File: src/rtl/sys_cmd_pkg.sv
// Shared opcodes, command-type and parser-state encodings for sys_cmd_parser.
package sys_cmd_pkg;
   localparam logic [7:0] OP_WR  = 8'hAA;
   localparam logic [7:0] OP_RD  = 8'hBB;
   localparam logic [7:0] OP_ALU = 8'hCC;
   localparam logic [7:0] OP_NOP = 8'hDD;

   typedef enum logic [1:0] {
      CMD_WR  = 2'd0,
      CMD_RD  = 2'd1,
      CMD_ALU = 2'd2,
      CMD_NOP = 2'd3
   } cmd_type_e;

   typedef enum logic [2:0] {
      IDLE, WR_ADDR, WR_DATA, RD_ADDR, ALU_A, ALU_B, ALU_FN, NOP_FN
   } state_e;
endpackage

File: src/rtl/frame_timer.sv
// Mid-frame inactivity counter; expired fires on the cycle the count would reach TIMEOUT_CYCLES.
// Only present when SYS_CMD_PARSER_TIMEOUT_EN is defined.
`ifdef SYS_CMD_PARSER_TIMEOUT_EN
module frame_timer #(
   parameter int TIMEOUT_CYCLES = 1024
) (
   input  logic clk,
   input  logic rst,
   input  logic clr,
   input  logic en,
   output logic expired
);
   localparam int CW = $clog2(TIMEOUT_CYCLES + 1);

   logic [CW-1:0] cnt;

   assign expired = en && !clr && (cnt == CW'(TIMEOUT_CYCLES - 1));

   always_ff @(posedge clk) begin
      if (rst || clr || !en || expired) cnt <= '0;
      else                              cnt <= cnt + 1'b1;
   end
endmodule
`endif

File: src/rtl/sys_cmd_parser.sv
// Byte-stream command frame decoder with a registered valid/ready command output.
// Optional mid-frame inactivity timeout: define SYS_CMD_PARSER_TIMEOUT_EN.
module sys_cmd_parser
   import sys_cmd_pkg::*;
#(
   parameter int DATA_W         = 8,
   parameter int ADDR_W         = 4,
   parameter int FUNC_W         = 4,
   parameter int TIMEOUT_CYCLES = 1024
) (
   input  logic              i_clk,
   input  logic              i_rst,
   input  logic [DATA_W-1:0] i_byte,
   input  logic              i_byte_valid,
   input  logic              i_cmd_ready,
   output logic              o_cmd_valid,
   output logic [1:0]        o_cmd_type,
   output logic [ADDR_W-1:0] o_addr,
   output logic [DATA_W-1:0] o_data,
   output logic [DATA_W-1:0] o_op_a,
   output logic [DATA_W-1:0] o_op_b,
   output logic [FUNC_W-1:0] o_func,
   output logic              o_err,
   output logic              o_overrun
);
   localparam logic [DATA_W-1:0] OPC_WR  = DATA_W'(OP_WR);
   localparam logic [DATA_W-1:0] OPC_RD  = DATA_W'(OP_RD);
   localparam logic [DATA_W-1:0] OPC_ALU = DATA_W'(OP_ALU);
   localparam logic [DATA_W-1:0] OPC_NOP = DATA_W'(OP_NOP);

   state_e            state_q, state_d;
   logic [ADDR_W-1:0] w_addr;
   logic [DATA_W-1:0] w_a, w_b;
   logic              expired;

   logic              done, err_set;
   cmd_type_e         n_type;
   logic [ADDR_W-1:0] n_addr;
   logic [DATA_W-1:0] n_data, n_a, n_b;
   logic [FUNC_W-1:0] n_func;

`ifdef SYS_CMD_PARSER_TIMEOUT_EN
   frame_timer #(.TIMEOUT_CYCLES(TIMEOUT_CYCLES)) u_timer (
      .clk     (i_clk),
      .rst     (i_rst),
      .clr     (i_byte_valid),
      .en      (state_q != IDLE),
      .expired (expired)
   );
`else
   logic unused_timeout;
   assign unused_timeout = ^TIMEOUT_CYCLES;
   assign expired = 1'b0;
`endif

   always_ff @(posedge i_clk) begin
      if (i_rst) state_q <= IDLE;
      else       state_q <= state_d;
   end

   always_comb begin
      state_d = state_q;
      if (i_byte_valid) begin
         case (state_q)
            IDLE: begin
               if      (i_byte == OPC_WR)  state_d = WR_ADDR;
               else if (i_byte == OPC_RD)  state_d = RD_ADDR;
               else if (i_byte == OPC_ALU) state_d = ALU_A;
               else if (i_byte == OPC_NOP) state_d = NOP_FN;
            end
            WR_ADDR: state_d = WR_DATA;
            ALU_A:   state_d = ALU_B;
            ALU_B:   state_d = ALU_FN;
            default: state_d = IDLE;
         endcase
      end
      if (expired) state_d = IDLE;
   end

   // Completion decode: builds the command that the final byte would load.
   always_comb begin
      done    = 1'b0;
      err_set = expired;
      n_type  = CMD_WR;
      n_addr  = '0;
      n_data  = '0;
      n_a     = '0;
      n_b     = '0;
      n_func  = '0;
      if (i_byte_valid) begin
         case (state_q)
            IDLE: err_set = !(i_byte == OPC_WR || i_byte == OPC_RD ||
                              i_byte == OPC_ALU || i_byte == OPC_NOP);
            WR_DATA: begin
               done = 1'b1; n_type = CMD_WR; n_addr = w_addr; n_data = i_byte;
            end
            RD_ADDR: begin
               done = 1'b1; n_type = CMD_RD; n_addr = i_byte[ADDR_W-1:0];
            end
            ALU_FN: begin
               done = 1'b1; n_type = CMD_ALU; n_a = w_a; n_b = w_b;
               n_func = i_byte[FUNC_W-1:0];
            end
            NOP_FN: begin
               done = 1'b1; n_type = CMD_NOP; n_func = i_byte[FUNC_W-1:0];
            end
            default: ;
         endcase
      end
   end

   always_ff @(posedge i_clk) begin
      if (i_rst) begin
         w_addr <= '0;
         w_a    <= '0;
         w_b    <= '0;
      end else if (i_byte_valid) begin
         case (state_q)
            WR_ADDR: w_addr <= i_byte[ADDR_W-1:0];
            ALU_A:   w_a    <= i_byte;
            ALU_B:   w_b    <= i_byte;
            default: ;
         endcase
      end
   end

   // A completion may reuse the slot being handed off in the same cycle.
   always_ff @(posedge i_clk) begin
      if (i_rst) begin
         o_cmd_valid <= 1'b0;
         o_cmd_type  <= '0;
         o_addr      <= '0;
         o_data      <= '0;
         o_op_a      <= '0;
         o_op_b      <= '0;
         o_func      <= '0;
         o_err       <= 1'b0;
         o_overrun   <= 1'b0;
      end else begin
         if (done && (!o_cmd_valid || i_cmd_ready)) begin
            o_cmd_valid <= 1'b1;
            o_cmd_type  <= n_type;
            o_addr      <= n_addr;
            o_data      <= n_data;
            o_op_a      <= n_a;
            o_op_b      <= n_b;
            o_func      <= n_func;
         end else if (o_cmd_valid && i_cmd_ready) begin
            o_cmd_valid <= 1'b0;
         end
         o_err     <= err_set;
         o_overrun <= done && o_cmd_valid && !i_cmd_ready;
      end
   end
endmodule

File: config.mk
export PLATFORM = sky130hd
export DESIGN_NAME = sys_cmd_parser
export DESIGN_NICKNAME = d
export VERILOG_FILES = /design/src/rtl/sys_cmd_pkg.sv /design/src/rtl/frame_timer.sv /design/src/rtl/sys_cmd_parser.sv
export SDC_FILE = /design/constraint.sdc
export NUM_CORES = 1
export LEC_CHECK = 0
export ABC_AREA = 1
export CORE_MARGIN = 2
export CORE_UTILIZATION = 30
export DETAILED_ROUTE_END_ITERATION = 12
export PLACE_DENSITY = 0.62
export SLEW_MARGIN = 20
export SYNTH_ARGS = -nofsm -noshare
export SYNTH_HDL_FRONTEND = slang
export SYNTH_HIERARCHICAL = 1
export SYNTH_SLANG_ARGS = --single-unit
export TNS_END_PERCENT = 1
File: constraint.sdc
create_clock -name i_clk -period 1.4 [get_ports i_clk]
set_clock_uncertainty 0.05 [all_clocks]
set_input_delay 0.35 -clock i_clk [delete_from_list [all_inputs] [get_ports i_clk]]
set_output_delay 0.35 -clock i_clk [all_outputs]
set_load 0.05 [all_outputs]
Word-level counts from Yosys, hierarchy flattened
Cells that the tools add are included.

word-level totals
  ROM bits = 0
  bits in writable memories = 0
  register bits after elaboration = 60
  logic and storage cells = 68
  input bits = 12
  output and inout bits = 37
  memories kept = 0
  latch bits = 0

cells by class
  add/subtract/negate cells = 0
  equal/unequal tests = 12
  $lt $le $gt $ge = 0
  shifts and indexed selects = 0
  reductions and logical operators = 20
  multiplexer cells = 21
  multiply operators = 0
  divide/modulo/power cells = 0
  bitwise logic cells = 2

operators with widths
  cell                                                  count
  2-to-1 mux 8 bit                                      6
  equality test 8 bit (second input constant)           4
  equality test 3 bit (second input constant)           4
  2-to-1 mux 3 bit                                      4
  2-to-1 mux 4 bit                                      3
  one-hot mux 3 bit (4 select lines)                    1
  one-hot mux 4 bit (2 select lines)                    1
  AND reduction 2 bit                                   4
  equality test 3 x 2 -> 1 bit (second input constant)  2
  one-hot mux 2 bit (3 select lines)                    1
  inequality test 5 bit (second input constant)         1
  logical AND 1 bit                                     4
  logical OR 1 bit                                      4
  2-to-1 mux 1 bit                                      4
  OR reduction 4 bit                                    1
  equality test 3 x 1 -> 1 bit (second input constant)  1
  zero test 1 bit                                       3
  zero test 3 bit                                       1
  OR reduction 3 bit                                    1
  2-to-1 mux 2 bit                                      1
  NOT 1 bit                                             2
  nonzero test 2 bit                                    1
  OR reduction 2 bit                                    1

Logic depth before layout (Yosys ltp)
Gate-level depths: netlist of run 1.

  depth after elaboration = 6
  depth in mapped cells = 12
  gate-level depth less buffers = 10

Worst setup path after synthesis of run 1
OpenSTA, ideal clock, no wires.

  kind = register -> register
  start point = register o_cmd_valid
  end point = register o_addr[1]
  setup slack = -213 ps
  library setup time = 110 ps
  path buffers = 1
  cell stages (with the launch flop) = 11
  required time = 1240 ps
  arrival = 1453 ps
  period minus slack after synthesis = 1613 ps
  path through = dfxtp_1 > nand2_1 > nand2_4 > inv_2 > nand2_1 > inv_2 > buf_4 > nand2_1 > nand3_1 > nand2_1 > inv_1

between the ends
  word-level cells in the longest chain between the ends = 3

RTL lines
  element                 line                   text
  start, declared         sys_cmd_parser.sv:16   output logic o_cmd_valid,
  start signal, assigned  sys_cmd_parser.sv:130  o_cmd_valid <= 1'b0;
  start signal, assigned  sys_cmd_parser.sv:141  o_cmd_valid <= 1'b1;
  start signal, assigned  sys_cmd_parser.sv:149  o_cmd_valid <= 1'b0;
  zero test 1 bit         sys_cmd_parser.sv:140  if (done && (!o_cmd_valid || i_cmd_ready)) begin
  logical OR 1 bit        sys_cmd_parser.sv:140
  logical AND 1 bit       sys_cmd_parser.sv:140
  end signal, assigned    sys_cmd_parser.sv:143  o_addr <= n_addr;
  end, declared           sys_cmd_parser.sv:18   output logic [ADDR_W-1:0] o_addr,

Every way passes these cells.
A chain may end at the register's enable or synchronous reset.

Worst setup path in the final report of run 1
  start point = register state_q[1]
  end point = register o_addr[3]

between the ends
  word-level cells in the longest chain between the ends = 5

RTL lines
  element                                                              line                   text
  start, declared                                                      sys_cmd_parser.sv:31   state_e state_q, state_d;
  start signal, assigned                                               sys_cmd_parser.sv:58   else state_q <= state_d;
  equality test 3 bit or equality test 3 x 2 -> 1 bit (tied branches)  sys_cmd_parser.sv:91   case (state_q)
  OR reduction 4 bit (no line)                                         --
  2-to-1 mux 1 bit                                                     sys_cmd_parser.sv:91
  2-to-1 mux 1 bit                                                     sys_cmd_parser.sv:90   if (i_byte_valid) begin
  logical AND 1 bit                                                    sys_cmd_parser.sv:140

Several ways; a longest one is shown, not always the timed one.

==> results of run 1 <==
## worst paths after layout
kind                from        end  slack, ns  cells past startpoint
max           state_q[1]  o_addr[3]       0.10                      9
min          i_cmd_ready  o_overrun       0.33                      4
max reg2reg   state_q[1]  o_addr[3]       0.10                      9
min reg2reg       w_a[0]  o_op_a[0]       0.41                      2
## Yosys cell counts
| cell | n |
|---|---|
| nor2_2 | 2 |
| nand2_2 | 1 |
| clkbuf_1 | 9 |
| inv_2 | 3 |
| buf_6 | 1 |
| nand2_1 | 86 |
| buf_2 | 4 |
| a21oi_1 | 48 |
| inv_1 | 25 |
| nor3_2 | 1 |
| nor3_4 | 1 |
| nand3_1 | 16 |
| o21ai_0 | 22 |
| buf_4 | 1 |
| nor2_1 | 21 |
| a211oi_1 | 1 |
| o211ai_1 | 1 |
| nand2_4 | 1 |
| nor3_1 | 4 |
| dfxtp_1 | 60 |
## per-layer routing
layer,GRT usage (%),up-vias
met1,20.7,1003
met4,4.92,0
met2,25.8,35
met5,0,-
li1,-,1159
met3,5.15,5
## state kept, by name, indices dropped and copies added, names as in the netlist, 2 cells and up
name        count
o_data          8
o_op_a          8
o_op_b          8
w_a             8
w_b             8
o_addr          4
o_func          4
w_addr          4
state_q         3
o_cmd_type      2
## cells by family (layout without fill, tap and decap cells)
group	count (synthesis)	count (layout)	share of synthesized area [%]
buffers and inverters	43	131	7.72
DFF	60	60	52.2
AOI/OAI and AO/OA	72	72	15.9
and+or+nand+nor	133	133	24.2
## repair_timing
item	4_1_cts	5_1_grt
endpoints found under the hold margin	0	0
endpoints found under the setup margin	32	40
resized for setup	16	26
gates cloned	0	2
pin swaps	2	6
buffers inserted	0	4
## final cells by class
class	count	area, um^2	area share [%]
multi-input combinational	205	993	26.0
clock inverter	4	48.8	1.28
timing repair buffer	87	1180	31.0
timing repair inverter	1	7.51	0.196
inverter	28	110	2.88
tap	99	124	3.24
clock buffer	11	141	3.70
sequential	60	1210	31.7
## power by group
part           total, mW  switching, mW  internal (mW)
logic               1.41          0.814          0.594
clock network       1.51          0.653          0.859
registers           2.01          0.137           1.88
total               4.93           1.60           3.33
## worst min-delay path, stage by stage
cell            delay [ns]
dlymetal6s2s_1        0.11
inv_2                 0.05
nand2_4               0.09
nor3_1                0.05
==> reports/qor.yml, run 1 <==
timing:
  rsz0062_at_grt: "true"
  tightest_pin_transition_ns: 0.236
  postLayoutSetupSlackWorst_ns: 0.102
  timing.final.crit_share_pct: 92.7
  setup_viol: 0
  finalHoldWorstSlack_ns: 0.328
  hold_viol: 0
  slew-limit-headroom_pct: 84.2
  totalNegativeSetupSlack_ns: 0
  tmin_final_ns: 1.30
  max_freq_mhz: 771
  finalMaxSlewViolations: 0
clock_network:
  hold_bufs_inserted_after_cts: 0
  cts.path.max_buffers: 2
  tritoncts_clock_tree: "yes"
  cts_root_buffer: "clkbuf_8"
  htree_levels: 3
  insertion_delay_ns: 0.33
  cts.clk_slew.worst_paths_ns: 0.06
  number_of_buffers_created_by_cts: 9
  cts_num_sinks: 60
floorplan:
  boundaryPins: 49
  design.die.area_mm2: 0.00839
  initial_core_util_pct: 31.4
  cell_row_count: 31
  core_region_area_mm2: 0.00733
  die_height_um: 91.6
  chipWidth_um: 91.6
yosys:
  syn_area_mm2: 0.00230
  avgSynthCellArea_um2: 7.47
  ys.warnings.count: 6
  post_synth_main_area_contributors: "dfxtp_1 (52%), nand2_1 (14%), a21oi_1 (10%)"
  post_synth_num_cell_types: 20
  synth_top_area_share_pct: 52.2
  synth_seq_cells: 60
  synth.net_count: 320
  synthCells: 308
  synth_top_area_cell: "dfxtp_1"
  synth_seq_area_share_pct: 52.2
cells_and_area:
  layout.cells.most_common_list: "nand2_1 (81), dfxtp_1 (56), a21oi_1 (44), buf_12 (40), buf_4 (33)"
  layout_commonest_cell: "nand2_1"
  post_route_cells_drive_above_1_share_pct: 31.1
  fillCellCount: 710
  final_core_utilization_pct: 52.1
  fin_nets: 404
  num_antenna_cells: 0
  final_non_filler_cell_area_mm2: 0.00382
  fin_cells: 495
  area_delta_synth_final_pct: 66.0
run:
  max-cap-violations: 0
worst_setup_path:
  timing.critical_path.slowest_stage_cell: "dfxtp_4"
  crit_arrival_ns: 1.52
  critPathBufInv: 4
  critical_path_required_ns: 1.62
  timing.critical_path.to_type: "flip-flop"
  setup.worst_path.class: "flip-flop to flip-flop"
  critical_path.startpoint_type: "flip-flop"
  crit_fanout: 5
  crit_family: "flip-flops"
  cpPeakStageDelay_ns: 0.39
  timing.critical_path.cells: "nand2_2, inv_2, nand2_8, inv_4, nand2_4, buf_4, o211ai_1, nand2_1, inv_1"
routing:
  met1Wirelength_um: 2920
  wire_per_inst_um: 13.0
  dr.max_layer_used: "met4"
  antenna_left: 0
  first_pass_iters: 5
  routed-wl-met2_um: 3200
  via_per_inst: 4.45
  num_vias: 2202
  post-route-drc-count: 0
  drt-initial-drc-count: 86
  wl_um: 6450
  dr_wl_met3_um: 275
global_routing:
  largest_net_degree_at_the_start_of_global_routing: 27
  grt_pass1_wl_um: 10400
  grt_pass1_vias: 2151
  grt_overflow: 0
  grt_usage_pct: 16.1
  antenna_found_initial: 0
placement:
  gp_routability_congestion: 0.828
  post-place-ws_ns: -0.515
  postPlaceCellArea_mm2: 0.00350
  place.detailed.instances: 474
  final_hpwl_dp_um: 4840
  place.port_buffers: 48
power_and_ir_drop:
  peakVddDrop_uv: 497
  p_leak_nw: 1.63
  overall_power_mw: 4.93
  powerDensity_mw_per_mm2: 1290
worst_hold_path:
  worst_hold_path_type: "input port to flip-flop"
run_status:
  run_status: "finished clean"
Note: power is estimated with default switching activity, not from simulation.
==> run 2, diff against run 1 <==
- HOLD_SLACK_MARGIN: not set -> 0.12
==> results of run 2 <==
The final DEF is identical to that of run 1; final timing and power are the same.
==> run 3, diff against run 2 <==
- CTS_CLUSTER_DIAMETER: not set -> 80
==> results of run 3 <==
The final DEF is identical to that of run 1; final timing and power are the same.
